### src/rtl/muldiv_arbiter_if.sv
// Bundle of the requester-side and unit-side signals of the two-port multiply/divide arbiter.
// The arbiter takes the slave modport. The requesters and the unit take the master modport.
interface muldiv_arbiter_if #(
    parameter int unsigned N = 16
);
    logic [1:0]     req_valid_i;
    logic [5:0]     req_op_i;
    logic [2*N-1:0] req_a_i;
    logic [2*N-1:0] req_b_i;
    logic [1:0]     req_ready_o;
    logic [1:0]     resp_valid_o;
    logic [1:0]     resp_ready_i;
    logic [N-1:0]   resp_result_o;
    logic           resp_err_o;
    logic           md_valid_o;
    logic [7:0]     md_op_o;
    logic [N-1:0]   md_ra_o;
    logic [N-1:0]   md_rb_o;
    logic           md_stall_i;
    logic           md_ready_i;
    logic [N-1:0]   md_result_i;

    modport slave (
        input  req_valid_i, req_op_i, req_a_i, req_b_i, resp_ready_i,
        input  md_stall_i, md_ready_i, md_result_i,
        output req_ready_o, resp_valid_o, resp_result_o, resp_err_o,
        output md_valid_o, md_op_o, md_ra_o, md_rb_o
    );

    modport master (
        output req_valid_i, req_op_i, req_a_i, req_b_i, resp_ready_i,
        output md_stall_i, md_ready_i, md_result_i,
        input  req_ready_o, resp_valid_o, resp_result_o, resp_err_o,
        input  md_valid_o, md_op_o, md_ra_o, md_rb_o
    );
endinterface

### src/rtl/muldiv_arbiter.sv
// Round-robin arbiter that shares one multiply/divide unit between two requesters.
// It keeps one operation in flight and aborts it with an error response when a WAIT timeout expires.
module muldiv_arbiter #(
    parameter int unsigned N       = 16,
    parameter int unsigned TIMEOUT = 255
) (
    input  logic             clk_i,
    input  logic             rst_ni,
    muldiv_arbiter_if.slave  bus
);

    localparam int unsigned CW = 8;

    typedef enum logic [1:0] {
        IDLE  = 2'd0,
        ISSUE = 2'd1,
        WAIT  = 2'd2,
        RESP  = 2'd3
    } state_e;

    typedef struct packed {
        logic         id;
        logic [2:0]   op;
        logic [N-1:0] a;
        logic [N-1:0] b;
    } txn_t;

    state_e        state_q, state_d;
    logic          ptr_q, ptr_d;
    logic [CW-1:0] cnt_q, cnt_d;
    txn_t          txn_q, txn_d;
    logic [N-1:0]  result_q, result_d;
    logic          err_q, err_d;

    logic          gnt_vld_c;
    logic          gnt_id_c;
    logic [1:0]    req_ready_c;
    logic          md_valid_c;

    // When both requesters are valid, the pointer decides the grant. A lone request wins outright.
    always_comb begin
        gnt_vld_c = |bus.req_valid_i;
        gnt_id_c  = ptr_q;
        if (bus.req_valid_i == 2'b01) begin
            gnt_id_c = 1'b0;
        end else if (bus.req_valid_i == 2'b10) begin
            gnt_id_c = 1'b1;
        end
    end

    always_comb begin
        state_d     = state_q;
        ptr_d       = ptr_q;
        cnt_d       = cnt_q;
        txn_d       = txn_q;
        result_d    = result_q;
        err_d       = err_q;
        req_ready_c = 2'b00;
        md_valid_c  = 1'b0;

        unique case (state_q)
            IDLE: begin
                if (gnt_vld_c) begin
                    req_ready_c = 2'b01 << gnt_id_c;
                    txn_d.id    = gnt_id_c;
                    txn_d.op    = gnt_id_c ? bus.req_op_i[5:3]     : bus.req_op_i[2:0];
                    txn_d.a     = gnt_id_c ? bus.req_a_i[2*N-1:N] : bus.req_a_i[N-1:0];
                    txn_d.b     = gnt_id_c ? bus.req_b_i[2*N-1:N] : bus.req_b_i[N-1:0];
                    state_d     = ISSUE;
                end
            end
            ISSUE: begin
                if (!bus.md_stall_i) begin
                    md_valid_c = 1'b1;
                    cnt_d      = '0;
                    state_d    = WAIT;
                end
            end
            WAIT: begin
                // A result that arrives on the final timeout cycle still wins over the abort.
                if (bus.md_ready_i) begin
                    result_d = bus.md_result_i;
                    err_d    = 1'b0;
                    state_d  = RESP;
                end else if (cnt_q == CW'(TIMEOUT - 1)) begin
                    result_d = '1;
                    err_d    = 1'b1;
                    state_d  = RESP;
                end else begin
                    cnt_d = cnt_q + CW'(1);
                end
            end
            RESP: begin
                if (bus.resp_ready_i[txn_q.id]) begin
                    ptr_d   = ~txn_q.id;
                    state_d = IDLE;
                end
            end
            default: state_d = IDLE;
        endcase
    end

    always_ff @(posedge clk_i or negedge rst_ni) begin
        if (!rst_ni) begin
            state_q  <= IDLE;
            ptr_q    <= 1'b0;
            cnt_q    <= '0;
            txn_q    <= '0;
            result_q <= '0;
            err_q    <= 1'b0;
        end else begin
            state_q  <= state_d;
            ptr_q    <= ptr_d;
            cnt_q    <= cnt_d;
            txn_q    <= txn_d;
            result_q <= result_d;
            err_q    <= err_d;
        end
    end

    // The accept and issue strobes come from combinational logic, so they are gated by reset.
    assign bus.req_ready_o   = rst_ni ? req_ready_c : 2'b00;
    assign bus.md_valid_o    = rst_ni & md_valid_c;
    assign bus.md_op_o       = bus.md_valid_o ? (8'h01 << txn_q.op) : 8'h00;
    assign bus.md_ra_o       = txn_q.a;
    assign bus.md_rb_o       = txn_q.b;
    assign bus.resp_valid_o  = (state_q == RESP) ? (2'b01 << txn_q.id) : 2'b00;
    assign bus.resp_result_o = result_q;
    assign bus.resp_err_o    = err_q;

endmodule

### src/flat_wrapper.sv
// flat-port wrapper written by rule: the top's interface ports become plain ports
module muldiv_arbiter_flat 
#(
    parameter int unsigned N       = 16,
    parameter int unsigned TIMEOUT = 255
)
  (clk_i, rst_ni, bus_req_valid_i, bus_req_op_i, bus_req_a_i, bus_req_b_i, bus_resp_ready_i, bus_md_stall_i, bus_md_ready_i, bus_md_result_i, bus_req_ready_o, bus_resp_valid_o, bus_resp_result_o, bus_resp_err_o, bus_md_valid_o, bus_md_op_o, bus_md_ra_o, bus_md_rb_o);
  muldiv_arbiter_if #(.N(N)) bus_i ();
  input  logic clk_i;
  input  logic rst_ni;
  input wire logic [$bits(bus_i.req_valid_i)-1:0] bus_req_valid_i;
  input wire logic [$bits(bus_i.req_op_i)-1:0] bus_req_op_i;
  input wire logic [$bits(bus_i.req_a_i)-1:0] bus_req_a_i;
  input wire logic [$bits(bus_i.req_b_i)-1:0] bus_req_b_i;
  input wire logic [$bits(bus_i.resp_ready_i)-1:0] bus_resp_ready_i;
  input wire logic [$bits(bus_i.md_stall_i)-1:0] bus_md_stall_i;
  input wire logic [$bits(bus_i.md_ready_i)-1:0] bus_md_ready_i;
  input wire logic [$bits(bus_i.md_result_i)-1:0] bus_md_result_i;
  output wire logic [$bits(bus_i.req_ready_o)-1:0] bus_req_ready_o;
  output wire logic [$bits(bus_i.resp_valid_o)-1:0] bus_resp_valid_o;
  output wire logic [$bits(bus_i.resp_result_o)-1:0] bus_resp_result_o;
  output wire logic [$bits(bus_i.resp_err_o)-1:0] bus_resp_err_o;
  output wire logic [$bits(bus_i.md_valid_o)-1:0] bus_md_valid_o;
  output wire logic [$bits(bus_i.md_op_o)-1:0] bus_md_op_o;
  output wire logic [$bits(bus_i.md_ra_o)-1:0] bus_md_ra_o;
  output wire logic [$bits(bus_i.md_rb_o)-1:0] bus_md_rb_o;
  assign bus_i.req_valid_i = bus_req_valid_i;
  assign bus_i.req_op_i = bus_req_op_i;
  assign bus_i.req_a_i = bus_req_a_i;
  assign bus_i.req_b_i = bus_req_b_i;
  assign bus_i.resp_ready_i = bus_resp_ready_i;
  assign bus_i.md_stall_i = bus_md_stall_i;
  assign bus_i.md_ready_i = bus_md_ready_i;
  assign bus_i.md_result_i = bus_md_result_i;
  assign bus_req_ready_o = bus_i.req_ready_o;
  assign bus_resp_valid_o = bus_i.resp_valid_o;
  assign bus_resp_result_o = bus_i.resp_result_o;
  assign bus_resp_err_o = bus_i.resp_err_o;
  assign bus_md_valid_o = bus_i.md_valid_o;
  assign bus_md_op_o = bus_i.md_op_o;
  assign bus_md_ra_o = bus_i.md_ra_o;
  assign bus_md_rb_o = bus_i.md_rb_o;
  muldiv_arbiter #(.N(N), .TIMEOUT(TIMEOUT)) u_core (.clk_i(clk_i), .rst_ni(rst_ni), .bus(bus_i));
endmodule
### config.mk
export PLATFORM = sky130hd
export DESIGN_NAME = muldiv_arbiter_flat
export DESIGN_NICKNAME = d
export VERILOG_FILES = /design/src/rtl/muldiv_arbiter_if.sv /design/src/rtl/muldiv_arbiter.sv /design/src/flat_wrapper.sv
export SDC_FILE = /design/constraint.sdc
export NUM_CORES = 1
export LEC_CHECK = 0
export CORE_MARGIN = 3
export CORE_UTILIZATION = 46
export CTS_BUF_LIST = sky130_fd_sc_hd__clkbuf_8
export DETAILED_ROUTE_END_ITERATION = 7
export PLACE_DENSITY = 0.89
export SLEW_MARGIN = 25
export SYNTH_ARGS = -nofsm -noshare
export SYNTH_HDL_FRONTEND = slang
export SYNTH_SLANG_ARGS = --single-unit
### constraint.sdc
create_clock -name clk_i -period 4.1 [get_ports clk_i]
set_clock_uncertainty 0.05 [all_clocks]
set_input_delay 0.82 -clock clk_i [delete_from_list [all_inputs] [get_ports clk_i]]
set_output_delay 0.82 -clock clk_i [all_outputs]
set_load 0.01 [all_outputs]
==> results of run 1 <==
-- synthesized netlist by cell type (all sizes together) (2+ instances only) --
| cell type | number |
|---|---|
| nand3 | 9 |
| a31oi | 17 |
| and3 | 3 |
| nor2 | 29 |
| nor3 | 2 |
| nand2b | 5 |
| nand4 | 3 |
| dfrtp | 64 |
| inv | 58 |
| buf | 39 |
| a21o | 2 |
| and2 | 4 |
| a222oi | 35 |
| a21oi | 6 |
| nand2 | 14 |
| mux2i | 2 |
| o211ai | 2 |
| ha | 6 |
| or4b | 2 |
| a21boi | 2 |
| clkbuf | 11 |
| o21ai | 8 |
-- final timing paths --
path,to,depth (start not counted),slack (ps),startpoint
min in group clk_i,u_core.bus.md_ra_o[8]$_DFFE_PN0P_,2,460,u_core.bus.md_ra_o[8]$_DFFE_PN0P_
min reg2reg,u_core.bus.md_ra_o[8]$_DFFE_PN0P_,2,460,u_core.bus.md_ra_o[8]$_DFFE_PN0P_
min,u_core.bus.md_rb_o[6]$_DFFE_PN0P_,2,420,rst_ni
max reg2reg,u_core.cnt_q[1]$_DFFE_PN0P_,6,1660,u_core.state_q[0]$_DFFE_PN0P_
max,bus_md_op_o[0],6,730,bus_md_stall_i
max in group asynchronous,u_core.cnt_q[2]$_DFFE_PN0P_,3,2720,rst_ni
-- report_power, final --
group,switching (uW),leakage [uW],internal (uW)
Sequential,198,0.000776,905
Combinational,694,0.00135,799
Clock,252,0.000104,276
Total,1140,0.00223,1980
-- cell usage in the layout (no fill, tap or decap), drive strengths merged, types with 3 or more instances in the layout --
cell type      netlist  routed
a21oi                6       6
a222oi              35      35
a31oi               17      17
and2                 4       4
and3                 3       3
buf                 39       7
clkbuf              11       9
clkdlybuf4s50        0     154
clkinv               0       4
dfrtp               64      64
ha                   6       6
inv                 58      60
nand2               14      14
nand2b               5       5
nand3                9       9
nand4                3       3
nor2                29      29
o21ai                8       8
-- cell families (layout without fill, tap and decap cells) --
| family | count (synthesis) | in the layout | share of synthesized area [%] |
|---|---|---|---|
| AND/OR/NAND/NOR | 77 | 77 | 11.76 |
| flip-flops | 64 | 64 | 48.39 |
| buffers and inverters | 108 | 235 | 16.52 |
| multiplexers | 3 | 3 | 0.9452 |
| AO/OA/AOI/OAI | 81 | 81 | 20.11 |
| adder cells (fa/ha/maj) | 6 | 6 | 2.268 |
-- metal layers --
layer | global-route usage [%] | share of wire, % | vias up
met1 | 27.54 | 38 | 1481
met5 | 0 | 0 | -
li1 | - | - | 1422
met3 | 4.917 | 8.4 | 19
met4 | 8.040 | 1.9 | 0
met2 | 41.75 | 51 | 175
-- final cells by class --
type / instances / area, um^2
clock buffer: 9 / 123.9
multi-input combinational: 167 / 1165
sequential: 64 / 1602
tap: 96 / 120.1
inverter: 58 / 217.7
timing repair buffer: 161 / 1592
fill: 496 / 1987
clock inverter: 7 / 62.56
-- worst max-delay path: stages --
cell and delay [ps]:
clkdlybuf4s50_1 460, inv_1 110, and3_1 240, nand2b_1 130, nor3_1 160, clkdlybuf4s50_1 570
-- through the flow --
step / cell area (um^2) / power, uW / utilization (%) / worst slack, ps / std cells
2_1_floorplan: 3309 / 2027 / - / 1604 / 339
3_3_place_gp: 4696 / 2546 / 68.36 / 778.7 / 546
3_5_place_dp: 4696 / 2602 / 68.36 / 726.8 / 546
4_1_cts: 4882 / 3137 / 71.07 / 723.2 / 562
5_1_grt: 4882 / 3313 / 71.07 / 606.4 / 562
6_report: 4882 / 3124 / 71.07 / 727.4 / 562
-- state kept, by name (all words and copies together), names as in the netlist --
name and count:
u_core.bus.md_ra_o 16, u_core.bus.md_rb_o 16, u_core.bus.resp_result_o 16, u_core.cnt_q 8, u_core.txn_q 4, u_core.state_q 2
u_core.bus.resp_err_o 1, u_core.ptr_q 1
==> impl_metrics.tcl, run 1 <==
set metrics [dict create \
    io_pins 156 \
    coreArea_um2 6869 \
    post-route-period-util_pct 82.26 \
    hold_ws_ps 424.3 \
    synth_nets 439 \
    drt-vias-per-instance 5.511 \
    drcViolationCount 0 \
    hold_class "input pin to async pin" \
    syn_to_final_growth_pct 47.52 \
    synth-seq-cells 64 \
    syn_avg_cell_area_um2 9.762 \
    die-area_um2 8248 \
    start_kind "input pin" \
    timing.final.crit_period_ps 3373 \
    postCtsResizedCells 0 \
    power_leakage_uw 0.002227 \
    num_rows 30 \
    grt_pass1_wl_mm 15.49 \
    vdd_drop_max_mv 0.3449 \
    first_iter_violations 331 \
    dieWidth_um 90.82 \
    antenna_found_initial 0 \
    grt.total_usage_pct 23.29 \
    grt_pass1_vias 3100 \
    globalRouteOverflowTotal 0 \
    clkTransAtPathRegs_ps 80 \
    grt_max_degree 46 \
    clk_latency_ps 340 \
    worst_slew_pin_slew_ps 833.8 \
    async_flop_share_pct 100.0 \
    die_y_um 90.82 \
    netlist_instances 339 \
    criticalPathCategory "input pin to primary output" \
    antenna_cells 0 \
    crit_fanout 4 \
    post-cts-setup-buffers 0 \
    cts-root-buf "clkbuf_8" \
    vias 3097 \
    outcome "finished clean" \
    ys_types 46 \
    cts_max_level 3 \
    final_nets 561 \
    cts_sinks 64 \
    report.final.slew_viol_count 0 \
    drt_pass1_iterations 6 \
    powerDensity_nw_per_um2 640.0 \
    yosysSeqAreaShare_pct 48.39 \
    drt-total-wl_mm 9.744 \
    clk_path_buf_depth 2 \
    ctsHoldBuffers 0 \
    wire_per_inst_um 17.34 \
    drtAntennaViolNets 0 \
    fmax_ghz 0.2965 \
    end_kind "primary output" \
    yosysWarnings 0 \
    synth_edf_count 0 \
    cts_tree "done" \
    hold_viol_final 0 \
    numCtsBuffers 9 \
    setup_viol 0 \
    netlist_area_um2 3309 \
    setup_tns_ps 0 \
    maxCapViolations 0 \
    numPortBuffers 155 \
    synth_top_area_share_pct 48.39 \
    initial_utilization_pct 48.18 \
    ys.flop_type "dfrtp_1" \
    cp.required_ps 3230 \
    cp.arrival_ps 2500 \
    slew_headroom_pct 44.40 \
    gp_congestion 0.8681 \
    drive_above_1_share_pct 6.652 \
    hpwl_mm 7.156 \
    synth.area.top_cells "dfrtp_1 48%, a222oi_1 11%, buf_4 7.5%" \
    yosysTopAreaCell "dfrtp_1" \
    rsz0062_at_grt "false" \
]
Note: power is estimated with default switching activity, not from simulation.
==> run 2: changes to the inputs <==
--- a/config.mk
+++ b/config.mk
@@ -6,10 +6,10 @@
 export NUM_CORES = 1
 export LEC_CHECK = 0
 export CORE_MARGIN = 3
-export CORE_UTILIZATION = 46
+export CORE_UTILIZATION = 38
 export CTS_BUF_LIST = sky130_fd_sc_hd__clkbuf_8
 export DETAILED_ROUTE_END_ITERATION = 7
-export PLACE_DENSITY = 0.89
+export PLACE_DENSITY = 0.78
 export SLEW_MARGIN = 25
 export SYNTH_ARGS = -nofsm -noshare
 export SYNTH_HDL_FRONTEND = slang
==> constraint.sdc (replaced) <==
create_clock -name clk_i -period 3.1 [get_ports clk_i]
set_clock_uncertainty 0.05 [all_clocks]
set_input_delay 0.62 -clock clk_i [delete_from_list [all_inputs] [get_ports clk_i]]
set_output_delay 0.62 -clock clk_i [all_outputs]
set_load 0.01 [all_outputs]
==> impl_metrics.tcl, run 2 (synthesized netlist as in run 1, its figures left out) <==
set metrics [dict create \
    cts_tree "done" \
    initial_utilization_pct 39.68 \
    slowest_delay_ps 580 \
    final_cells 570 \
    vias 3000 \
    crit_fanout 4 \
    antenna_found_initial 0 \
    grt_pass1_wl_mm 14.78 \
    cp.required_ps 2430 \
    post-route-period-util_pct 94.84 \
    clkTransAtPathRegs_ps 60 \
    numCtsBuffers 9 \
    worst_slew_pin_slew_ps 800.1 \
    grt.total_usage_pct 18.45 \
    cts-root-buf "clkbuf_8" \
    drt_pass1_iterations 5 \
    criticalPathCategory "input pin to primary output" \
    p_clk_share_pct 18.8 \
    pwr-share-seq_pct 34.4 \
    fillCellCount 696 \
    cp.arrival_ps 2270 \
    die_y_um 99.32 \
    clk_latency_ps 320 \
    drive_above_1_share_pct 6.882 \
    final_nets 561 \
    crit_slowest_cell "clkdlybuf4s50_1" \
    pwr-share-comb_pct 46.8 \
    end_kind "primary output" \
    antenna_cells 0 \
    drcViolationCount 0 \
    syn_to_final_growth_pct 49.00 \
    fmax_ghz 0.3401 \
    powerDensity_nw_per_um2 849.2 \
    num_rows 33 \
    power_switching_uw 1448 \
    netSwitchingFraction_pct 34.57 \
    slew_headroom_pct 46.66 \
    first_iter_violations 226 \
    grt_max_degree 65 \
    io_pins 156 \
    hold_class "flip-flop to flip-flop" \
    clk_path_buf_depth 2 \
    total_power_uw 4187 \
    numPortBuffers 155 \
    cts_max_level 3 \
    wire_per_inst_um 16.18 \
    drt-total-wl_mm 9.221 \
    cts_sinks 64 \
    coreArea_um2 8341 \
    p_int_uw 2740 \
    gp_congestion 0.8682 \
    timing.final.crit_period_ps 2940 \
    hold_viol_final 0 \
    dpl.cell_count 555 \
    layout_commonest_cell "clkdlybuf4s50_1" \
    final_cell_mix "154 x clkdlybuf4s50_1, 64 x dfrtp_1, 59 x inv_1, 35 x a222oi_1, 29 x nor2_1" \
    hpwl_mm 6.851 \
    outcome "finished clean" \
    dieWidth_um 99.32 \
    globalRouteOverflowTotal 0 \
    hold_ws_ps 455.6 \
    post-cts-setup-buffers 0 \
    vdd_drop_max_mv 0.3722 \
    start_kind "input pin" \
    die-area_um2 9864 \
    setup_tns_ps 0 \
    setup_viol 0 \
    crit_chain "clkdlybuf4s50_1 -> inv_1 -> and3_2 -> nand2_2 -> nor3_1 -> clkdlybuf4s50_1" \
    drtAntennaViolNets 0 \
    place_area_um2 4707 \
    final_cell_area_um2 4931 \
    power_leakage_uw 0.002239 \
    grt_pass1_vias 2948 \
    report.final.slew_viol_count 0 \
    maxCapViolations 0 \
    crit_top_cell "clkdlybuf4s50_1" \
    rsz0062_at_grt "false" \
    drt-vias-per-instance 5.263 \
]
-- run 2: repair_timing --
action | in CTS | in global routing
hold buffers | 0 | 0
endpoints found under the setup margin | 0 | 2
resized for setup | 0 | 2
-- run 2: critical path, delay by kind of cell --
| kind | cells | cell delay [ps] |
|---|---|---|
| buffers and inverters | 3 | 1130 |
| AND/OR/NAND/NOR | 3 | 510 |
-- run 2: area by class of cell --
| cell class | instances | area, um^2 | area share (%) |
|---|---|---|---|
| clock buffers | 11 | 151.4 | 3.070 |
| well taps | 105 | 131.4 | 2.664 |
| flip-flops and latches | 64 | 1602 | 32.48 |
| repair buffers | 161 | 1592 | 32.28 |
| multi-input cells | 167 | 1169 | 23.70 |
| inverters | 58 | 217.7 | 4.415 |
| clock inverters | 4 | 68.82 | 1.396 |
-- run 2: stage by stage --
stage / setup WS, ps / util [%]
floorplan: 929.8 / -
global placement: 138.5 / 56.44
detailed placement: 81.67 / 56.44
CTS: 75.73 / 59.08
global route: 51.31 / 59.12
finish: 160.1 / 59.12
-- run 2: final timing paths --
kind	start	slack, ps	end	cells past startpoint
max reg2reg	u_core.state_q[0]$_DFFE_PN0P_	970	u_core.bus.resp_result_o[10]$_DFFE_PN0P_	6
max	bus_md_stall_i	160	bus_md_op_o[4]	6
max in group asynchronous	rst_ni	1970	u_core.bus.resp_err_o$_DFFE_PN0P_	2
min	u_core.bus.md_rb_o[5]$_DFFE_PN0P_	460	u_core.bus.md_rb_o[5]$_DFFE_PN0P_	2
min reg2reg	u_core.bus.md_rb_o[5]$_DFFE_PN0P_	460	u_core.bus.md_rb_o[5]$_DFFE_PN0P_	2
min in group asynchronous	rst_ni	510	u_core.bus.resp_result_o[4]$_DFFE_PN0P_	2
-- run 2: layer usage --
| metal | share of wire [%] | up-vias | global-route usage, % | wire [um] |
|---|---|---|---|---|
| met5 | 0 | - | 0 | 0 |
| met4 | 1.3 | 0 | 5.462 | 116 |
| met3 | 8.3 | 12 | 3.927 | 766 |
| met2 | 49 | 134 | 31.61 | 4500 |
| met1 | 42 | 1434 | 23.46 | 3838 |
| li1 | - | 1420 | - | - |
-- run 2: power groups by stage --
stage / registers [uW] / clock network [uW] / logic, uW
2_1_floorplan: 1440 / 0 / 1240
3_3_place_gp: 1430 / 0 / 1940
3_5_place_dp: 1450 / 0 / 1980
4_1_cts: 1440 / 815 / 1980
5_1_grt: 1490 / 856 / 2140
6_report: 1440 / 788 / 1960
